$ cat src/rtl/rr_counter_scheduler.sv
// Round-robin owner of one shared up-counter: grant 1 cycle after REQ, count 0..LEN, DONE/ABORT pulse on release.
// Latency: GNT one cycle after REQ is seen idle; PAUSE stalls Q but holds the grant, REQ drop aborts.
module rr_counter_scheduler #(
  parameter int N_REQ = 4,
  parameter int W     = 4
) (
  input  logic               C,
  input  logic               CLR,
  input  logic [N_REQ-1:0]   REQ,
  input  logic [N_REQ*W-1:0] LEN,
  input  logic               PAUSE,
  output logic [N_REQ-1:0]   GNT,
  output logic [W-1:0]       Q,
  output logic               BUSY,
  output logic [N_REQ-1:0]   DONE,
  output logic [N_REQ-1:0]   ABORT
);

  localparam int PW = (N_REQ > 1) ? $clog2(N_REQ) : 1;

  typedef enum logic {IDLE, COUNT} state_t;

  state_t           state, state_nxt;
  logic [PW-1:0]    ptr, ptr_nxt;
  logic [PW-1:0]    own, own_nxt;
  logic [W-1:0]     len_r, len_nxt;
  logic [W-1:0]     q_nxt;
  logic [N_REQ-1:0] gnt_nxt, done_nxt, abort_nxt;
  logic [W-1:0]     len_a [N_REQ];
  logic             win_vld;
  logic [PW-1:0]    win_idx;

  // Search ptr, ptr+1, ... (mod N_REQ) for the first active requester.
  always_comb begin : arb
    logic [PW:0]   sum;
    logic [PW-1:0] cand;
    win_vld = 1'b0;
    win_idx = '0;
    sum     = '0;
    cand    = '0;
    for (int k = 0; k < N_REQ; k++) begin
      len_a[k] = LEN[k*W +: W];
      sum = {1'b0, ptr} + (PW+1)'(k);
      if (sum >= (PW+1)'(N_REQ)) sum = sum - (PW+1)'(N_REQ);
      cand = sum[PW-1:0];
      if (!win_vld && REQ[cand]) begin
        win_vld = 1'b1;
        win_idx = cand;
      end
    end
  end

  always_comb begin
    state_nxt = state;
    ptr_nxt   = ptr;
    own_nxt   = own;
    len_nxt   = len_r;
    q_nxt     = Q;
    gnt_nxt   = GNT;
    done_nxt  = '0;
    abort_nxt = '0;
    case (state)
      IDLE: begin
        gnt_nxt = '0;
        if (win_vld) begin
          state_nxt = COUNT;
          gnt_nxt   = {{(N_REQ-1){1'b0}}, 1'b1} << win_idx;
          own_nxt   = win_idx;
          len_nxt   = len_a[win_idx];
          q_nxt     = '0;
          ptr_nxt   = (win_idx == PW'(N_REQ-1)) ? '0 : win_idx + PW'(1);
        end
      end
      COUNT: begin
        // Terminal count outranks a simultaneous REQ drop.
        if (Q == len_r) begin
          state_nxt     = IDLE;
          gnt_nxt       = '0;
          done_nxt[own] = 1'b1;
        end else if (!REQ[own]) begin
          state_nxt      = IDLE;
          gnt_nxt        = '0;
          abort_nxt[own] = 1'b1;
        end else if (!PAUSE) begin
          q_nxt = Q + W'(1);
        end
      end
      default: state_nxt = IDLE;
    endcase
  end

  always_ff @(posedge C) begin
    if (CLR) begin
      state <= IDLE;
      ptr   <= '0;
      own   <= '0;
      len_r <= '0;
      Q     <= '0;
      GNT   <= '0;
      DONE  <= '0;
      ABORT <= '0;
    end else begin
      state <= state_nxt;
      ptr   <= ptr_nxt;
      own   <= own_nxt;
      len_r <= len_nxt;
      Q     <= q_nxt;
      GNT   <= gnt_nxt;
      DONE  <= done_nxt;
      ABORT <= abort_nxt;
    end
  end

  assign BUSY = |GNT;

endmodule

$ cat config.mk
export PLATFORM = sky130hd
export DESIGN_NAME = rr_counter_scheduler
export DESIGN_NICKNAME = d
export VERILOG_FILES = /design/src/rtl/rr_counter_scheduler.sv
export SDC_FILE = /design/constraint.sdc
export NUM_CORES = 1
export LEC_CHECK = 0
export CORE_UTILIZATION = 41
export DETAILED_ROUTE_END_ITERATION = 8
export DONT_BUFFER_PORTS = 1
export SLEW_MARGIN = 40
export SYNTH_ARGS = -nofsm -noshare
export SYNTH_HDL_FRONTEND = slang
export SYNTH_SLANG_ARGS = --single-unit
$ cat constraint.sdc
create_clock -name C -period 3.6 [get_ports C]
set_clock_uncertainty 0.05 [all_clocks]
set_input_delay 0.72 -clock C [delete_from_list [all_inputs] [get_ports C]]
set_output_delay 0.72 -clock C [all_outputs]
set_load 0.01 [all_outputs]
# == Word-level counts from Yosys, hierarchy flattened ==
# Index checks and enable logic that the tools add are counted.
# op_classes
mux,41
bitwise,3
n_shift,1
reduce_logical,12
mul,0
div,0
addsub,9
eq_ne,7
n_lt_le_gt_ge,11
# ops
op,count
$mux W4,9
$mux W2,9
$pmux W4 S2,2
$lt A2 B3 Y1 const B,5
$mux W1,13
$ge A3 B3 Y1 const B,4
$bmux W1 S2,5
$bmux W4 S2,1
$reduce_or A4 Y1,2
$sub A2 B1 Y2 const B,4
$add A2 B2 Y3 const B,2
$ne A2 B2 Y1 const B,3
$add A4 B1 Y4 const B,1
$eq A4 B4 Y1,1
$logic_and A1 B1 Y1,4
$reduce_and A4 Y1,1
$shl A1 B2 Y4 const A,1
$add A2 B1 Y3 const B,1
$ge A2 B3 Y1 const B,1
$logic_not A1 Y1,3
$ne A3 B3 Y1 const B,1
$not A2 Y3,1
$reduce_or A3 Y1,1
$add A2 B1 Y2 const B,1
7 further kinds,8
# totals
latch_bits,0
elab_cells,92
register_bits,25
rom_bits,0
ram_bits,0
n_memories,0
input_bits,23

# == Logic depth before layout (Yosys ltp) ==
# Gate-level depths: netlist of run 1.
# logic_depth
word_depth,18
ltp_mapped,8

# == Worst setup path after synthesis of run 1 ==
# OpenSTA, ideal clock, no wires.
# synth_path
path_type,input to register
startpoint,input port REQ[1]
endpoint,register ptr[1]
path_stages,8
slack_ns,1.548
arrival_time_ns,1.870
required_ns,3.418
n_path_buf,1
setup_ns,0.132
cell_sequence,nand2b_1 a21o_1 or3b_1 buf_2 inv_1 ha_1 nand2_1 a21oi_1
# synth_via
elab_chain_len,14
elab_cells_between_ends,26
# synth_rtl
item,line_no,source
"start, declared",9,"input logic [N_REQ-1:0] REQ,"
$bmux W1 S2,46,if (!win_vld && REQ[cand]) begin
$mux W1 (not written as such),46,
$mux W1,46,
$logic_not A1 Y1,46,
$logic_and A1 B1 Y1,46,
$mux W1,46,
$logic_not A1 Y1,46,
$logic_and A1 B1 Y1,46,
$mux W1,46,
$logic_not A1 Y1,46,
$logic_and A1 B1 Y1,46,
$mux W2 (*),46,
net win_idx[0],31,logic [PW-1:0] win_idx;
$add A2 B1 Y2 or $eq A2 B2 Y1 (tied branches),71,ptr_nxt = (win_idx == PW'(N_REQ-1)) ? '0 : win_idx + PW'(1);
$mux W2 (*),71,
"end signal, assigned",104,ptr <= ptr_nxt;
"end, declared",24,"logic [PW-1:0] ptr, ptr_nxt;"
# The timed path passes the listed nets; every way through them passes the cells marked *. The select of a mux whose other input is x is not followed.
# A chain may end at the register's enable or synchronous reset.

# == Worst setup path after layout of run 1 ==
# layout_path
startpoint,register GNT[3]
endpoint,output port BUSY
# layout_via
elab_chain_len,1
# layout_rtl
item,line_no,source
"start, declared",12,"output logic [N_REQ-1:0] GNT,"
"start signal, assigned",108,GNT <= gnt_nxt;
$reduce_or A4 Y1,114,assign BUSY = |GNT;
"end, declared",14,"output logic BUSY,"
# Every way passes these cells.

==> impl_metrics.env, run 1 <==
export IMPL_antenna_found_initial=0
export IMPL_io_pins=40
export IMPL_reg2reg_depth=7
export IMPL_drt_first_pass_iters=4
export IMPL_synth_top_area_share_pct=40.9
export IMPL_drv_cap=0
export IMPL_synth_area_um2=1220
export IMPL_leakage_nw=0.530
export IMPL_powerDensity_nw_per_um2=472
export IMPL_cts_sinks=25
export IMPL_reg2reg_from="ptr[0]"
export IMPL_initial_core_util_pct=43.9
export IMPL_fill_cells=272
export IMPL_wl_per_cell_um=14.7
export IMPL_hold_class="in -> reg"
export IMPL_drc_errors=0
export IMPL_diodes=0
export IMPL_syn_area_per_cell_um2=9.05
export IMPL_clock_latency_ns=0.32
export IMPL_hold_slack_ns=0.399
export IMPL_routabilityCongestion=0.779
export IMPL_finalPower_w=0.000604
export IMPL_final_common_cell="dfxtp_1"
export IMPL_max_freq_mhz=486
export IMPL_dpl_hpwl_mm=1.83
export IMPL_grt_ovfl_total=0
export IMPL_area_growth_pct=4.61
export IMPL_final_antenna_net_count=0
export IMPL_r2r_slack_ns=1.60
export IMPL_crit_path_start="GNT[3]"
export IMPL_critPathTopFamily="simple AND/OR/NAND/NOR gates"
export IMPL_grt_max_degree=16
export IMPL_hold_viol_final=0
export IMPL_cts_hold_buf=0
export IMPL_syn_inst=135
export IMPL_path_clk_slew_ns=0.13
export IMPL_cp_cell_sequence="or4_1"
export IMPL_fin_crit_sh_pct=57.2
export IMPL_netlist_top_cells_area="dfxtp_1, mux2i_1, nor2_1, ha_1, nand2b_1"
export IMPL_numCtsBuffers=3
export IMPL_hold_end="Q[2]"
export IMPL_routed_wl_mm=2.45
export IMPL_cts_setup_buffers=0
export IMPL_path_max_fanout=3
export IMPL_die_area_um2=3200
export IMPL_slew_limit_headroom_pct=58.5
export IMPL_grt_usage_pct=16.0
export IMPL_htree_levels=1
export IMPL_fp_row_count=19
export IMPL_yosys_area_top_type="dfxtp_1"
export IMPL_cts_tree="yes"
export IMPL_finalMaxSlewViolations=0
export IMPL_io_buffer_count=0
export IMPL_core_um2=2780
export IMPL_die_w_um=56.6
export IMPL_grt_pass1_vias=879
export IMPL_root_buffer="clkbuf_4"
export IMPL_drtIter0Drc=41
export IMPL_post_route_min_period_ns=2.06
export IMPL_hold_depth=1
export IMPL_crit_buf_inv=0
export IMPL_rsz0062_at_grt="false"
export IMPL_grt_pass1_wl_mm=3.94
export IMPL_cts_repair_resize_count=0
export IMPL_vdd_drop_max_mv=0.273
export IMPL_layout_nets=165
export IMPL_ys_ff_latch=25
export IMPL_yosysWarnings=0
export IMPL_status="complete, no violations"
export IMPL_hp_start="CLR"
export IMPL_slowest_stage="or4_1"
export IMPL_crit_arrival_ns=1.29
export IMPL_setup_tns_ns=0
export IMPL_clock_path_buffers=2
export IMPL_worst_path_largest_cell_delay_ns=0.59
export IMPL_rr_endpoint="ptr[1]"
export IMPL_final_setup_viol_count=0
export IMPL_drive_gt1_share_pct=7.35
export IMPL_die_h_um=56.6
export IMPL_cp_start_kind="register"
export IMPL_final_cell_mix="dfxtp_1, nor2_1, nand2_1"
export IMPL_tightestPinTransition_ns=0.618
export IMPL_yosysUniqueCellTypes=30
export IMPL_path_class="reg -> out"
export IMPL_ys_seq_area_share_pct=40.9
export IMPL_avgViaCountPerCell=5.65
export IMPL_cp_required_ns=2.83
export IMPL_end_kind="output pin"
export IMPL_vias=943
export IMPL_synth_net_count=163
==> power breakdown <==
group | total (W) | switching [W] | internal, W
clock | 0.000125 | 0.0000813 | 0.0000434
sequential | 0.000328 | 0.0000270 | 0.000301
combinational | 0.000151 | 0.0000857 | 0.0000654
==> logic make-up (layout without fill, tap and decap cells) <==
| family | count (synthesis) | after routing | share of synthesized area (%) |
|---|---|---|---|
| simple gates | 57 | 57 | 23.8 |
| flops | 25 | 25 | 40.9 |
| compound gates | 21 | 21 | 12.5 |
| mux | 11 | 11 | 10.1 |
| buf+inv | 10 | 11 | 3.17 |
| xor+xnor | 6 | 6 | 4.30 |
| fa+ha+maj | 5 | 5 | 5.12 |
==> cell type report <==
| class | count | area [µm²] | area share (%) |
|---|---|---|---|
| clock buffer | 4 | 26.3 | 2.05 |
| inverter | 6 | 22.5 | 1.76 |
| tap | 31 | 38.8 | 3.03 |
| sequential | 25 | 500 | 39.1 |
| multi-input combinational | 100 | 683 | 53.4 |
| timing repair buffer | 1 | 7.51 | 0.587 |
==> synth_stat cells <==
cell type / count
dfxtp_1: 25
nor2_1: 19
nand2_1: 11
mux2i_1: 9
a21oi_1: 7
nand2b_1: 7
nand3_1: 7
inv_1: 6
ha_1: 5
a22oi_1: 4
o221ai_1: 4
xor2_1: 4
clkbuf_1: 3
nor3_1: 3
nor3_2: 3
a21o_1: 2
nor4_1: 2
xnor2_1: 2
a211o_1: 1
a21boi_0: 1
buf_2: 1
mux2_1: 1
mux4_2: 1
nor3b_1: 1
nor4_2: 1
o21ai_0: 1
o41ai_2: 1
or3_1: 1
or3b_1: 1
or4_1: 1
==> metrics by stage <==
| stage | instance area, µm² | setup slack, ns | instances | util [%] |
|---|---|---|---|---|
| final | 1280 | 1.54 | 167 | 46.0 |
| after global routing | 1280 | 1.46 | 167 | 46.0 |
| after CTS | 1280 | 1.53 | 167 | 46.0 |
| after detailed placement | 1250 | 1.27 | 163 | 45.0 |
| after global placement | 1250 | 1.32 | 163 | 45.0 |
| after floorplan | 1220 | 1.55 | 135 | - |
==> how the worst max path moves through the flow <==
stage,slack [ns],to,depth (start not counted)
floorplan,1.55,ptr[1],8
global placement,1.32,GNT[1],7
detailed placement,1.27,GNT[1],7
CTS,1.53,BUSY,1
global route,1.46,GNT[1],7
finish,1.54,BUSY,1
==> layer usage <==
layer  global-route usage, %  part of all wire [%]  vias up
li1                        -                     -      474
met1                    20.2                    45      425
met2                    24.9                    46       37
met3                    4.15                   7.1        7
met4                    8.36                   2.4        0
met5                       0                     0        -
==> registers in the layout, summed over array words and instances (netlist names) <==
register  flops
ABORT         4
DONE          4
GNT           4
Q             4
len_r         4
own           2
ptr           2
state         1
No activity file was read; power rests on OpenSTA's default activity.
==> inputs of run 2 (changes only) <==
==> constraint.sdc (replaced) <==
create_clock -name C -period 2.1 [get_ports C]
set_clock_uncertainty 0.05 [all_clocks]
set_input_delay 0.42 -clock C [delete_from_list [all_inputs] [get_ports C]]
set_output_delay 0.42 -clock C [all_outputs]
set_load 0.01 [all_outputs]
==> impl_metrics.env, run 2 (synthesized netlist as in run 1, its figures left out) <==
export IMPL_slew_limit_headroom_pct=62.7
export IMPL_drv_cap=0
export IMPL_io_buffer_count=0
export IMPL_leakage_nw=0.545
export IMPL_final_cell_mix="dfxtp_1, nor2_1, nand2_1"
export IMPL_cp_start_kind="register"
export IMPL_worst_path_largest_cell_delay_ns=0.59
export IMPL_post_route_min_period_ns=1.89
export IMPL_hold_slack_ns=0.0922
export IMPL_routed_wl_mm=2.46
export IMPL_hold_class="in -> reg"
export IMPL_reg2reg_depth=5
export IMPL_drtIter0Drc=31
export IMPL_rsz0062_at_grt="false"
export IMPL_cts_sinks=25
export IMPL_cts_repair_resize_count=0
export IMPL_cp_required_ns=2.28
export IMPL_slowest_stage="o41ai_2"
export IMPL_grt_ovfl_total=0
export IMPL_die_area_um2=3200
export IMPL_tightestPinTransition_ns=0.560
export IMPL_crit_buf_inv=0
export IMPL_vdd_drop_max_mv=0.533
export IMPL_numCtsBuffers=3
export IMPL_critPathTopFamily="compound AO/OA/AOI/OAI gates"
export IMPL_status="complete, no violations"
export IMPL_grt_pass1_vias=931
export IMPL_path_max_fanout=6
export IMPL_vias=973
export IMPL_drc_errors=0
export IMPL_final_setup_viol_count=0
export IMPL_critPathMostFrequentCell="nor2_1"
export IMPL_core_um2=2780
export IMPL_fin_crit_sh_pct=89.9
export IMPL_grt_usage_pct=16.1
export IMPL_routabilityCongestion=0.734
export IMPL_grt_max_degree=16
export IMPL_diodes=0
export IMPL_final_antenna_net_count=0
export IMPL_die_w_um=56.6
export IMPL_path_class="reg -> reg"
export IMPL_path_clk_slew_ns=0.14
export IMPL_finalMaxSlewViolations=0
export IMPL_antenna_found_initial=0
export IMPL_finalPower_w=0.00105
export IMPL_initial_core_util_pct=43.9
export IMPL_hold_viol_final=0
export IMPL_hold_depth=1
export IMPL_grt_pass1_wl_mm=4.04
export IMPL_final_common_cell="dfxtp_1"
export IMPL_clock_path_buffers=2
export IMPL_root_buffer="clkbuf_4"
export IMPL_setup_tns_ns=0
export IMPL_drt_first_pass_iters=4
export IMPL_drive_gt1_share_pct=10.8
export IMPL_fp_row_count=19
export IMPL_area_growth_pct=7.06
export IMPL_powerDensity_nw_per_um2=802
export IMPL_cp_cell_sequence="xor2_1 > o41ai_2 > nor2_1 > a22oi_1 > nor2_1"
export IMPL_clock_latency_ns=0.32
export IMPL_cp_num_cells=5
export IMPL_dpl_hpwl_mm=1.86
export IMPL_io_pins=40
export IMPL_max_freq_mhz=530
export IMPL_avgViaCountPerCell=5.72
export IMPL_htree_levels=1
export IMPL_layout_nets=168
export IMPL_wl_per_cell_um=14.4
export IMPL_cts_tree="yes"
export IMPL_end_kind="register"
export IMPL_die_h_um=56.6
export IMPL_cts_setup_buffers=0
export IMPL_cts_hold_buf=0
export IMPL_crit_arrival_ns=2.07
[run 2: cell types whose count changed in the layout (fill, tap and decap cells not counted)]
cell        delta
buf_4          +3
a21oi_1        -1
a21oi_2        +1
clkbuf_1       -1
clkinvlp_4     +1
[run 2: area by class of cell]
| type | count | area [µm²] |
|---|---|---|
| flip-flops and latches | 25 | 500 |
| clock inverters | 1 | 7.51 |
| repair buffers | 4 | 30.0 |
| fillers | 274 | 1470 |
| inverters | 6 | 22.5 |
| well taps | 31 | 38.8 |
| multi-input cells | 100 | 687 |
| clock buffers | 3 | 22.5 |
[run 2: report_power, final]
group	switching, W	leakage [nW]	internal, W	total [W]
registers	0.0000448	0.204	0.000517	0.000562
clock network	0.000149	0.0139	0.0000728	0.000221
logic	0.000149	0.327	0.000118	0.000267
[run 2: worst paths after layout]
path	start	to	slack, ns
worst max-delay path	Q[0]	GNT[1]	0.21
worst min-delay path	CLR	state	0.09
worst max register to register	Q[0]	GNT[1]	0.21
worst min register to register	ptr[1]	ptr[1]	0.47
[run 2: routing by layer]
metal	part of all wire [%]	vias up	track usage (%)
met3	6.8	4	4.61
met2	48	34	26.2
met1	44	453	19.7
met5	0	-	0
met4	1.2	0	7.32
li1	-	482	-
[run 2: through the flow]
step                      area (µm²)  std cells  utilization, %  worst slack, ns
after floorplan                 1220        135               -            0.348
after global placement          1270        166            45.8            0.273
after detailed placement        1270        166            45.8            0.223
after CTS                       1310        170            46.9            0.202
after global routing            1310        170            47.1           0.0740
final                           1310        170            47.1            0.212
==> inputs of run 3 (changes only) <==
--- a/config.mk
+++ b/config.mk
@@ -5,9 +5,10 @@
 export SDC_FILE = /design/constraint.sdc
 export NUM_CORES = 1
 export LEC_CHECK = 0
-export CORE_UTILIZATION = 41
+export CORE_UTILIZATION = 56
 export DETAILED_ROUTE_END_ITERATION = 8
 export DONT_BUFFER_PORTS = 1
+export PLACE_DENSITY = 0.71
 export SLEW_MARGIN = 40
 export SYNTH_ARGS = -nofsm -noshare
 export SYNTH_HDL_FRONTEND = slang
==> impl_metrics.env, run 3 (synthesized netlist as in run 1, its figures left out) <==
export IMPL_status="complete, no violations"
export IMPL_grt_pass1_wl_mm=4.46
export IMPL_initial_core_util_pct=61.1
export IMPL_path_max_fanout=8
export IMPL_tightestPinTransition_ns=0.517
export IMPL_die_w_um=48.7
export IMPL_end_kind="register"
export IMPL_finalPower_w=0.00106
export IMPL_antenna_found_initial=0
export IMPL_vdd_drop_max_mv=0.443
export IMPL_drv_cap=0
export IMPL_final_antenna_net_count=0
export IMPL_cts_setup_buffers=0
export IMPL_drive_gt1_share_pct=11.3
export IMPL_placed_cells=164
export IMPL_cts_repair_resize_count=0
export IMPL_path_class="reg -> reg"
export IMPL_seqCellArea_um2=500
export IMPL_htree_levels=1
export IMPL_vias=1006
export IMPL_cts_tree="yes"
export IMPL_cts_hold_buf=0
export IMPL_rsz0062_at_grt="false"
export IMPL_grt_pass1_vias=996
export IMPL_slew_limit_headroom_pct=65.1
export IMPL_final_cell_mix="dfxtp_1, nor2_1, nand2_1"
export IMPL_max_freq_mhz=536
export IMPL_grt_usage_pct=23.6
export IMPL_drtIter0Drc=17
export IMPL_fill_cells=172
export IMPL_multi_input_area_um2=687
export IMPL_instances_no_fill=168
export IMPL_root_buffer="clkbuf_4"
export IMPL_path_clk_slew_ns=0.13
export IMPL_die_area_um2=2370
export IMPL_io_buffer_count=0
export IMPL_post_route_min_period_ns=1.86
export IMPL_powerDensity_nw_per_um2=802
export IMPL_drc_errors=0
export IMPL_dpl_hpwl_mm=2.05
export IMPL_cp_required_ns=2.25
export IMPL_final_core_util_pct=65.7
export IMPL_drt_first_pass_iters=4
export IMPL_routed_wl_mm=2.66
export IMPL_leakage_nw=0.556
export IMPL_clock_latency_ns=0.32
export IMPL_wl_per_cell_um=15.9
export IMPL_fin_crit_sh_pct=88.8
export IMPL_numCtsBuffers=3
export IMPL_cp_start_kind="register"
export IMPL_setup_tns_ns=0
export IMPL_area_growth_pct=7.57
export IMPL_avgViaCountPerCell=5.99
export IMPL_diodes=0
export IMPL_grt_ovfl_total=0
export IMPL_finalMaxSlewViolations=0
export IMPL_fp_row_count=16
export IMPL_routabilityCongestion=0.800
export IMPL_cts_sinks=25
export IMPL_grt_max_degree=16
export IMPL_final_common_cell="dfxtp_1"
export IMPL_hold_viol_final=0
export IMPL_hold_class="in -> reg"
export IMPL_core_um2=2000
export IMPL_clock_path_buffers=2
export IMPL_die_h_um=48.7
export IMPL_crit_arrival_ns=2.01
export IMPL_final_setup_viol_count=0
export IMPL_io_pins=40
export IMPL_layout_nets=170
run 3: cell types whose count changed in the layout (fill, tap and decap cells not counted), sizes merged:
| cell | previous run | this run |
|---|---|---|
| clkinvlp | 1 | 0 |
| buf | 4 | 6 |
| clkbuf | 3 | 4 |
run 3: worst paths after layout:
path                            slack, ns  depth (start not counted)    from  endpoint
worst min register to register       0.47                          2  ptr[1]    ptr[1]
worst min-delay path                  0.1                          1     CLR    ptr[1]
worst max-delay path                 0.24                          6  ptr[0]  len_r[1]
worst max register to register       0.24                          6  ptr[0]  len_r[1]
run 3: layout make-up:
cell class / instances / area share (%)
Timing Repair Buffer: 6 / 3.43
Clock buffer: 4 / 2.00
Tap cell: 27 / 2.57
Sequential cell: 25 / 38.1
Inverter: 6 / 1.71
Multi-Input combinational cell: 100 / 52.2
run 3: worst max-delay path, stage by stage, from the launching register on:
cell	delay, ns
dfxtp_1	0.42
nand2b_1	0.15
a21o_1	0.13
or3b_1	0.44
buf_4	0.22
mux2i_1	0.19
o221ai_1	0.15
run 3: routing by layer:
| layer | wire length [µm] | track usage (%) |
|---|---|---|
| met1 | 1050 | 25.9 |
| met4 | 25 | 6.86 |
| met5 | 0 | 0 |
| met3 | 163 | 5.97 |
| met2 | 1430 | 44.2 |
run 3: stage by stage:
step / setup WS, ns / hold WS (ns) / instance area, µm²
2_1_floorplan: 0.348 / 0.421 / 1220
3_3_place_gp: 0.331 / 0.442 / 1280
3_5_place_dp: 0.191 / 0.443 / 1280
4_1_cts: 0.262 / 0.0957 / 1310
5_1_grt: 0.133 / 0.0805 / 1320
6_report: 0.235 / 0.0996 / 1320
run 3: power breakdown:
part	internal (W)	switching, W	leakage, nW
combinational	0.000122	0.000156	0.337
clock	0.0000744	0.000139	0.0150
sequential	0.000517	0.0000465	0.204
total	0.000713	0.000342	0.556
